## src/rtl/deoxys_ctrl_pkg.sv

```systemverilog
// Shared types and elaboration-time helpers for the Deoxys-BC round controller.
package deoxys_ctrl_pkg;

  localparam int unsigned CNT_W = 6;

  typedef enum logic [1:0] {
    ST_IDLE = 2'd0,
    ST_RUN  = 2'd1,
    ST_DONE = 2'd2
  } ctrl_state_t;

  // Number of clocked iterations needed to apply all round constants.
  function automatic int unsigned calc_iters(int unsigned rnds_per_clk,
                                             int unsigned num_steps);
    return (num_steps + rnds_per_clk - 1) / rnds_per_clk;
  endfunction

  // Lane mask for the final iteration: only the lanes that still map to a
  // valid constant index are enabled.
  function automatic logic [63:0] calc_last_mask(int unsigned rnds_per_clk,
                                                 int unsigned num_steps);
    int unsigned rem;
    logic [63:0] m;
    rem = num_steps - rnds_per_clk * (calc_iters(rnds_per_clk, num_steps) - 1);
    m   = '0;
    for (int unsigned i = 0; i < 64; i++) begin
      if (i < rem) m[i] = 1'b1;
    end
    return m;
  endfunction

endpackage

```

## src/rtl/deoxys_round_ctrl.sv

```systemverilog
// Iteration controller for the Deoxys-BC datapath: frames one block per
// valid/ready handshake and drives the constant generator's cnt input.
module deoxys_round_ctrl
  import deoxys_ctrl_pkg::*;
#(
  parameter int unsigned RNDS_PER_CLK = 1,
  parameter int unsigned NUM_STEPS    = 17
) (
  input  logic                    clk,
  input  logic                    rst_n,
  input  logic                    flush,
  input  logic                    in_valid,
  output logic                    in_ready,
  output logic                    load,
  output logic                    round_en,
  output logic [CNT_W-1:0]        cnt,
  output logic [RNDS_PER_CLK-1:0] rnd_mask,
  output logic                    last_iter,
  output logic                    out_valid,
  input  logic                    out_ready,
  output logic                    busy
);

  localparam int unsigned ITERS = calc_iters(RNDS_PER_CLK, NUM_STEPS);
  localparam logic [CNT_W-1:0] LAST_CNT = CNT_W'(ITERS - 1);
  localparam logic [63:0] LAST_MASK_FULL = calc_last_mask(RNDS_PER_CLK, NUM_STEPS);
  localparam logic [RNDS_PER_CLK-1:0] LAST_MASK = LAST_MASK_FULL[RNDS_PER_CLK-1:0];

  if (ITERS > 64 || ITERS == 0) begin : g_iters_check
    $error("deoxys_round_ctrl: ITERS must be in 1..64");
  end

  ctrl_state_t state, state_nxt;
  logic [CNT_W-1:0] cnt_q, cnt_nxt;
  logic             is_last;

  assign cnt = cnt_q;

  // State and iteration counter registers.
  always_ff @(posedge clk or negedge rst_n) begin
    if (!rst_n) begin
      state <= ST_IDLE;
      cnt_q <= '0;
    end else begin
      state <= state_nxt;
      cnt_q <= cnt_nxt;
    end
  end

  // Next-state, counter update and strobe/mask outputs.
  always_comb begin
    state_nxt = state;
    cnt_nxt   = cnt_q;
    in_ready  = 1'b0;
    round_en  = 1'b0;
    out_valid = 1'b0;
    rnd_mask  = '0;
    is_last   = 1'b0;

    unique case (state)
      ST_IDLE: begin
        in_ready = 1'b1;
        if (in_valid) begin
          state_nxt = ST_RUN;
          cnt_nxt   = '0;
        end
      end
      ST_RUN: begin
        round_en = 1'b1;
        is_last  = (cnt_q == LAST_CNT);
        rnd_mask = is_last ? LAST_MASK : '1;
        if (is_last) begin
          state_nxt = ST_DONE;
        end else begin
          cnt_nxt = cnt_q + CNT_W'(1);
        end
      end
      ST_DONE: begin
        out_valid = 1'b1;
        // Accepting the next block while handing off the result avoids an
        // IDLE bubble between back-to-back blocks.
        in_ready  = out_ready;
        if (out_ready) begin
          state_nxt = in_valid ? ST_RUN : ST_IDLE;
          cnt_nxt   = '0;
        end
      end
      default: begin
        state_nxt = ST_IDLE;
        cnt_nxt   = '0;
      end
    endcase

    if (flush) begin
      state_nxt = ST_IDLE;
      cnt_nxt   = '0;
    end

    load = in_valid & in_ready & ~flush;
  end

  assign last_iter = is_last;
  assign busy      = (state != ST_IDLE);

endmodule
```

## config.mk

```make
export PLATFORM = sky130hd
export DESIGN_NAME = deoxys_round_ctrl
export DESIGN_NICKNAME = d
export VERILOG_FILES = /design/src/rtl/deoxys_ctrl_pkg.sv /design/src/rtl/deoxys_round_ctrl.sv
export SDC_FILE = /design/constraint.sdc
export NUM_CORES = 1
export LEC_CHECK = 0
export CAP_MARGIN = 40
export CELL_PAD_IN_SITES_DETAIL_PLACEMENT = 0
export CELL_PAD_IN_SITES_GLOBAL_PLACEMENT = 1
export CORE_MARGIN = 4
export CORE_UTILIZATION = 32
export CTS_CLUSTER_DIAMETER = 80
export DETAILED_ROUTE_END_ITERATION = 10
export PLACE_DENSITY = 0.9
export RECOVER_POWER = 25
export SYNTH_ARGS = -nofsm -noshare
export SYNTH_HDL_FRONTEND = slang
export SYNTH_SLANG_ARGS = --single-unit
export TNS_END_PERCENT = 10
```

## constraint.sdc

```tcl
create_clock -name clk -period 2.7 [get_ports clk]
set_input_delay 0.675 -clock clk [delete_from_list [all_inputs] [get_ports clk]]
set_output_delay 0.675 -clock clk [all_outputs]
set_load 0.05 [all_outputs]
```

==> run_results.csv, run 1 <==
group,metric,value,unit
logic_synthesis,synth-edff-count,0,
clock_tree,post_cts.resized_instances,0,
global_route,grt_pass1_wl,1.90,mm
global_route,antenna_found_initial,0,
logic_synthesis,synth.cell_area,499,µm²
global_route,grt_use_total,12.3,%
logic_synthesis,synth.top_cells.by_area,"dfrtp_1 40%, nor2_1 5.3%, ha_1 5.0%",
drt,wire_per_inst,12.4,µm
floorplan,die_w,47.5,µm
min_path,worstHoldStart,"cnt[5]$_DFFE_PN0P_",
clock_tree,clk_pin_slew,0.05,ns
worst_setup_path,ff2ff_setup_slack,1.27,ns
worst_setup_path,worstPathArrival,1.91,ns
clock_tree,h-tree-depth,1,
worst_setup_path,r2r_end,"cnt[1]$_DFFE_PN0P_",
power,combPwrFrac,31.2,%
sta,period_minus_slack,2.58,ns
power,switchingPower,103,µW
placed_design,portBuffers,17,
layout,postLayoutCoreUtil,52.6,%
global_route,grt_max_degree,9,
placed_design,hpwl,872,µm
worst_setup_path,crit_slowest_cell,"clkdlybuf4s50_1",
power,power.internal,213,µW
sta,setup_viol,0,
outcome,status,"completed",
logic_synthesis,yosys.area.top_type_share,40.1,%
clock_tree,root_buffer,"clkbuf_4",
sta,tightest_slew,0.499,ns
floorplan,initial_core_util,36.1,%
drt,vias,450,
clock_tree,cts_tree,"yes",
sta,holdWs,0.521,ns
logic_synthesis,synthTopCellsByCount,"8 x dfrtp_1, 7 x nor2_1, 6 x inv_1, 4 x nand2b_1, 4 x o21ai_1",
worst_setup_path,start_kind,"primary input",
power,finalPower,317,µW
clock_tree,clk_latency,0.25,ns
power,power.share.switching,32.6,%
flow_run,maxCapViolCount,0,
placed_design,gp_congestion,0.711,
layout,fillCellCount,126,
power,power_density,435,mW/mm²
power,pwr-share-seq,41.0,%
logic_synthesis,ys_seq_area_share,40.1,%
sta,hold_viol,0,
logic_synthesis,syn_area_per_cell,8.91,µm²
logic_synthesis,yosysUniqueCellTypes,28,
min_path,hold_end,"cnt[5]$_DFFE_PN0P_",
floorplan,dieArea,0.00226,mm²
worst_setup_path,worst-path-buf-inv,2,
worst_setup_path,r2r-start,"cnt[0]$_DFFE_PN0P_",
logic_synthesis,synthFlopType,"dfrtp_1",
worst_setup_path,cp_top_family,"buffers and inverters",
power,clkPwrFrac,27.8,%
logic_synthesis,syn_nets,63,
layout,multi_input_area,275,µm²
floorplan,ios,18,
floorplan,chipHeight,47.5,µm
sta,post-route-period-util,95.6,%
sta,finalSetupTns,0,ns
worst_setup_path,worst_ep_required_time,2.03,ns
sta,clock-skew-final,0.00177,ns
layout,layout-drive-gt1-share,20.0,%
drt,firstDrtPassIters,4,
worst_setup_path,end_kind,"primary output",
power,peakVddDrop,0.240,mV
clock_tree,postCtsHoldBufs,0,
clock_tree,cts_buffers,3,
layout,finalNetCount,84,
sta,max_slew_margin,66.7,%
floorplan,core_area,0.00138,mm²
clock_tree,postCtsSetupBuffers,0,
placed_design,placed_cells,87,
global_route,overflow,0,
power,power.leakage,0.322,nW
layout,insertedDiodeCount,0,
drt,dr.first_iter.drc_count,8,
min_path,min_path_type,"flip-flop to flip-flop",
sta,rsz0062_at_grt,"no",
global_route,grt_pass1_vias,446,
logic_synthesis,yosysWarnings,0,
min_path,hold_path_depth,1,
drt,vias_per_cell,5.00,
sta,slew_violations,0,
logic_synthesis,synth-seq-cells,8,
logic_synthesis,synthMostInstantiatedCell,"dfrtp_1",
worst_setup_path,slowest_delay,0.48,ns
logic_synthesis,ys_async_sr_fraction,100,%
worst_setup_path,path_max_fanout,3,
drt,drcViolationCount,0,
logic_synthesis,syn_inst,56,
layout,layout-area-overhead-vs-synth,45.6,%
clock_tree,cts.path.max_buffers,2,
sta,max_freq,388,MHz
layout,seq_area,200,µm²
logic_synthesis,yosysTopAreaCell,"dfrtp_1",
worst_setup_path,rr_worst_depth,6,
clock_tree,clock-sinks,8,
layout,final_cells,90,
drt,antenna_left,0,
worst_setup_path,critical_path_class,"primary input to primary output",
floorplan,floorplan.rows,13,
worst_setup_path,cp_cell_sequence,"clkdlybuf4s50_1 -> and2b_4 -> nor4b_2 -> buf_12",
drt,drt-total-wl,1.12,mm
-- worst reg2reg max path: cells and delay by family (launching register included) --
family / cells / cell delay (ns)
flops: 1 / 0.43
fa+ha+maj: 1 / 0.15
buf+inv: 1 / 0.08
compound gates: 1 / 0.10
simple gates: 3 / 0.53
-- how the worst max path moves through the flow --
stage,slack [ns],depth (start not counted),startpoint,endpoint
final,0.12,4,out_ready,load
after detailed placement,0.11,4,out_ready,load
after global routing,0.07,4,out_ready,load
after CTS,0.10,4,out_ready,load
after global placement,0.15,4,out_ready,load
after floorplan,0.15,5,cnt[1]$_DFFE_PN0P_,last_iter
-- cell usage in the layout, fill, tap and decap left out, types with 2 or more instances in the layout --
cell	instances
clkbuf_4	3
nand3_1	2
nor2_1	7
o21ai_1	4
ha_1	2
nand2_1	3
buf_12	2
clkdlybuf4s50_1	13
dfrtp_1	8
nand2b_1	4
inv_1	6
-- cell type report --
type                            instances  area share [%]
Sequential cell                         8            27.5
Tap cell                               15            2.58
Clock buffer                            3            3.10
Multi-Input combinational cell         41            37.9
Inverter                                6            3.10
Timing Repair Buffer                   17            25.8
-- state kept, by name (all words and copies together), names as in the netlist --
name and count:
state 2, cnt 6
-- cells by family after synthesis --
kind of cell / count (synthesis) / synth area share (%)
AND/OR/NAND/NOR: 25 / 28.6
XOR/XNOR: 1 / 1.75
flip-flops: 8 / 40.1
multiplexers: 1 / 2.01
AO/OA/AOI/OAI: 12 / 16.5
buffers and inverters: 7 / 6.02
adder cells (fa/ha/maj): 2 / 5.01
-- power by group through the flow --
stage / Sequential, mW / Clock (mW) / Combinational (mW)
5_1_grt: 0.131 / 0.0975 / 0.107
2_1_floorplan: 0.138 / 0 / 0.0553
3_3_place_gp: 0.132 / 0 / 0.0996
4_1_cts: 0.130 / 0.0934 / 0.100
3_5_place_dp: 0.132 / 0 / 0.100
6_report: 0.130 / 0.0879 / 0.0989
-- metal layers --
metal	vias up	wire length (µm)	GRT usage (%)
met5	-	0	0
met4	0	5	6.63
met3	2	81	4.14
met2	14	523	18.2
met1	206	509	15.9
li1	228	-	-
-- stage by stage --
stage          worst slack [ns]  area, µm²
3_5_place_dp              0.114        704
2_1_floorplan             0.151        505
5_1_grt                  0.0688        727
3_3_place_gp              0.151        704
4_1_cts                   0.104        727
6_report                  0.120        727
No activity file was read; power rests on OpenSTA's default activity.
==> run 2, diff against run 1 <==
- CORE_ASPECT_RATIO: not set -> 1.25
- CORE_UTILIZATION: 32 -> 30
- PLACE_DENSITY: 0.9 -> 0.86
==> run 2 against run 1 <==
Total power increased by 0.26%. Clock-buffer cell count stayed put. Sequential share of layout area decreased by 0.14 points. First-iteration DRC count unchanged. Sequential cell count is the same. Die area is 5.7% higher. Critical path depth is the same. Via count increased by 4.4%. Worst setup slack improved by 0.032 ns.
==> run_results.csv, run 2 (synthesized netlist as in run 1, its figures left out) <==
group,metric,value,unit
outcome,status,"completed",
placed_design,hpwl,862,µm
drt,drcViolationCount,0,
sta,finalSetupTns,0,ns
min_path,min_path_type,"flip-flop to flip-flop",
layout,stdcell_area,731,µm²
clock_tree,cts_buffers,3,
worst_setup_path,cp_cell_sequence,"clkdlybuf4s50_1 -> and2b_4 -> nor4b_2 -> buf_12",
global_route,overflow,0,
drt,dr.first_iter.drc_count,8,
sta,hold_viol,0,
placed_design,placed_cells,90,
sta,max_slew_margin,66.4,%
clock_tree,clk_latency,0.25,ns
placed_design,gp_congestion,0.754,
clock_tree,post_cts.resized_instances,0,
worst_setup_path,rr_worst_depth,6,
clock_tree,postCtsSetupBuffers,0,
floorplan,dieArea,0.00238,mm²
placed_design,portBuffers,17,
sta,post-route-period-util,94.4,%
placed_design,postPlaceCellArea,708,µm²
global_route,grt_max_degree,9,
drt,antenna_left,0,
floorplan,floorplan.rows,16,
sta,clock-skew-final,0.00401,ns
drt,vias_per_cell,5.05,
sta,max_freq,392,MHz
clock_tree,h-tree-depth,1,
min_path,hold_path_depth,1,
drt,drt-total-wl,1.09,mm
sta,slew_violations,0,
worst_setup_path,slowest_delay,0.47,ns
sta,setup_viol,0,
clock_tree,cts.path.max_buffers,2,
power,peakVddDrop,0.228,mV
sta,tightest_slew,0.503,ns
worst_setup_path,end_kind,"primary output",
global_route,grt_pass1_wl,1.83,mm
power,power_density,434,mW/mm²
layout,layout-area-overhead-vs-synth,46.4,%
worst_setup_path,r2r-start,"cnt[0]$_DFFE_PN0P_",
layout,layout_common_cells,"13 x clkdlybuf4s50_1, 8 x dfrtp_1, 7 x nor2_1, 6 x inv_1",
layout,layout-drive-gt1-share,20.0,%
drt,firstDrtPassIters,4,
worst_setup_path,worstPathArrival,1.87,ns
sta,holdWs,0.518,ns
clock_tree,cts_tree,"yes",
floorplan,core_area,0.00158,mm²
worst_setup_path,start_kind,"primary input",
drt,wire_per_inst,11.8,µm
floorplan,ios,18,
global_route,grt_use_total,10.9,%
global_route,grt_pass1_vias,432,
layout,insertedDiodeCount,0,
layout,finalNetCount,84,
worst_setup_path,r2r_end,"cnt[1]$_DFFE_PN0P_",
floorplan,initial_core_util,31.6,%
power,power.leakage,0.322,nW
min_path,hold_end,"cnt[5]$_DFFE_PN0P_",
layout,final_common_cell,"clkdlybuf4s50_1",
worst_setup_path,ff2ff_setup_slack,1.27,ns
layout,largest_reg_flops,6,
worst_setup_path,worst_ep_required_time,2.03,ns
floorplan,chipHeight,53.6,µm
sta,rsz0062_at_grt,"no",
global_route,antenna_found_initial,0,
min_path,worstHoldStart,"cnt[5]$_DFFE_PN0P_",
sta,period_minus_slack,2.55,ns
layout,final_cells,93,
worst_setup_path,path_max_fanout,3,
worst_setup_path,critical_path_class,"primary input to primary output",
worst_setup_path,crit_slowest_cell,"clkdlybuf4s50_1",
floorplan,die_w,44.5,µm
clock_tree,postCtsHoldBufs,0,
flow_run,maxCapViolCount,0,
drt,vias,470,
clock_tree,root_buffer,"clkbuf_4",
clock_tree,clk_pin_slew,0.05,ns
clock_tree,clock-sinks,8,
[run 2: cell counts in the layout (fill, tap and decap cells not counted)]
No cell type changed its count.
[run 2: routing by layer]
layer	global-route usage (%)	vias to the layer above	wire length, µm
met3	3.01	2	77
li1	-	236	-
met4	6.03	0	5
met5	0	-	0
met1	13.3	216	481
met2	17.2	16	530
[run 2: worst max-delay path by stage]
stage                                   from        end  slack (ns)
final                              out_ready       load        0.15
after detailed placement           out_ready       load        0.15
after floorplan           cnt[1]$_DFFE_PN0P_  last_iter        0.15
after global routing               out_ready       load        0.08
after global placement             out_ready       load        0.17
after CTS                          out_ready       load        0.14
[run 2: worst max-delay path, delay by kind of cell]
kind / cells / cell delay [ns]
buffers and inverters: 2 / 0.66
AND/OR/NAND/NOR: 2 / 0.54
[run 2: final cells by class]
cell class | count | area (µm²)
sequential | 8 | 200
tap | 18 | 22.5
fill | 154 | 851
multi-input combinational | 41 | 275
clock buffer | 3 | 22.5
inverter | 6 | 22.5
timing repair buffer | 17 | 188
[run 2: through the flow]
step	setup slack (ns)	util (%)	power (mW)
2_1_floorplan	0.151	-	0.193
3_3_place_gp	0.168	44.8	0.232
3_5_place_dp	0.149	44.8	0.232
4_1_cts	0.138	46.2	0.325
5_1_grt	0.0758	46.2	0.337
6_report	0.151	46.2	0.317
[run 2: power breakdown]
| part | internal (mW) | switching, mW | total, mW |
|---|---|---|---|
| clock | 0.0507 | 0.0377 | 0.0884 |
| sequential | 0.124 | 0.00591 | 0.130 |
| combinational | 0.0391 | 0.0603 | 0.0993 |
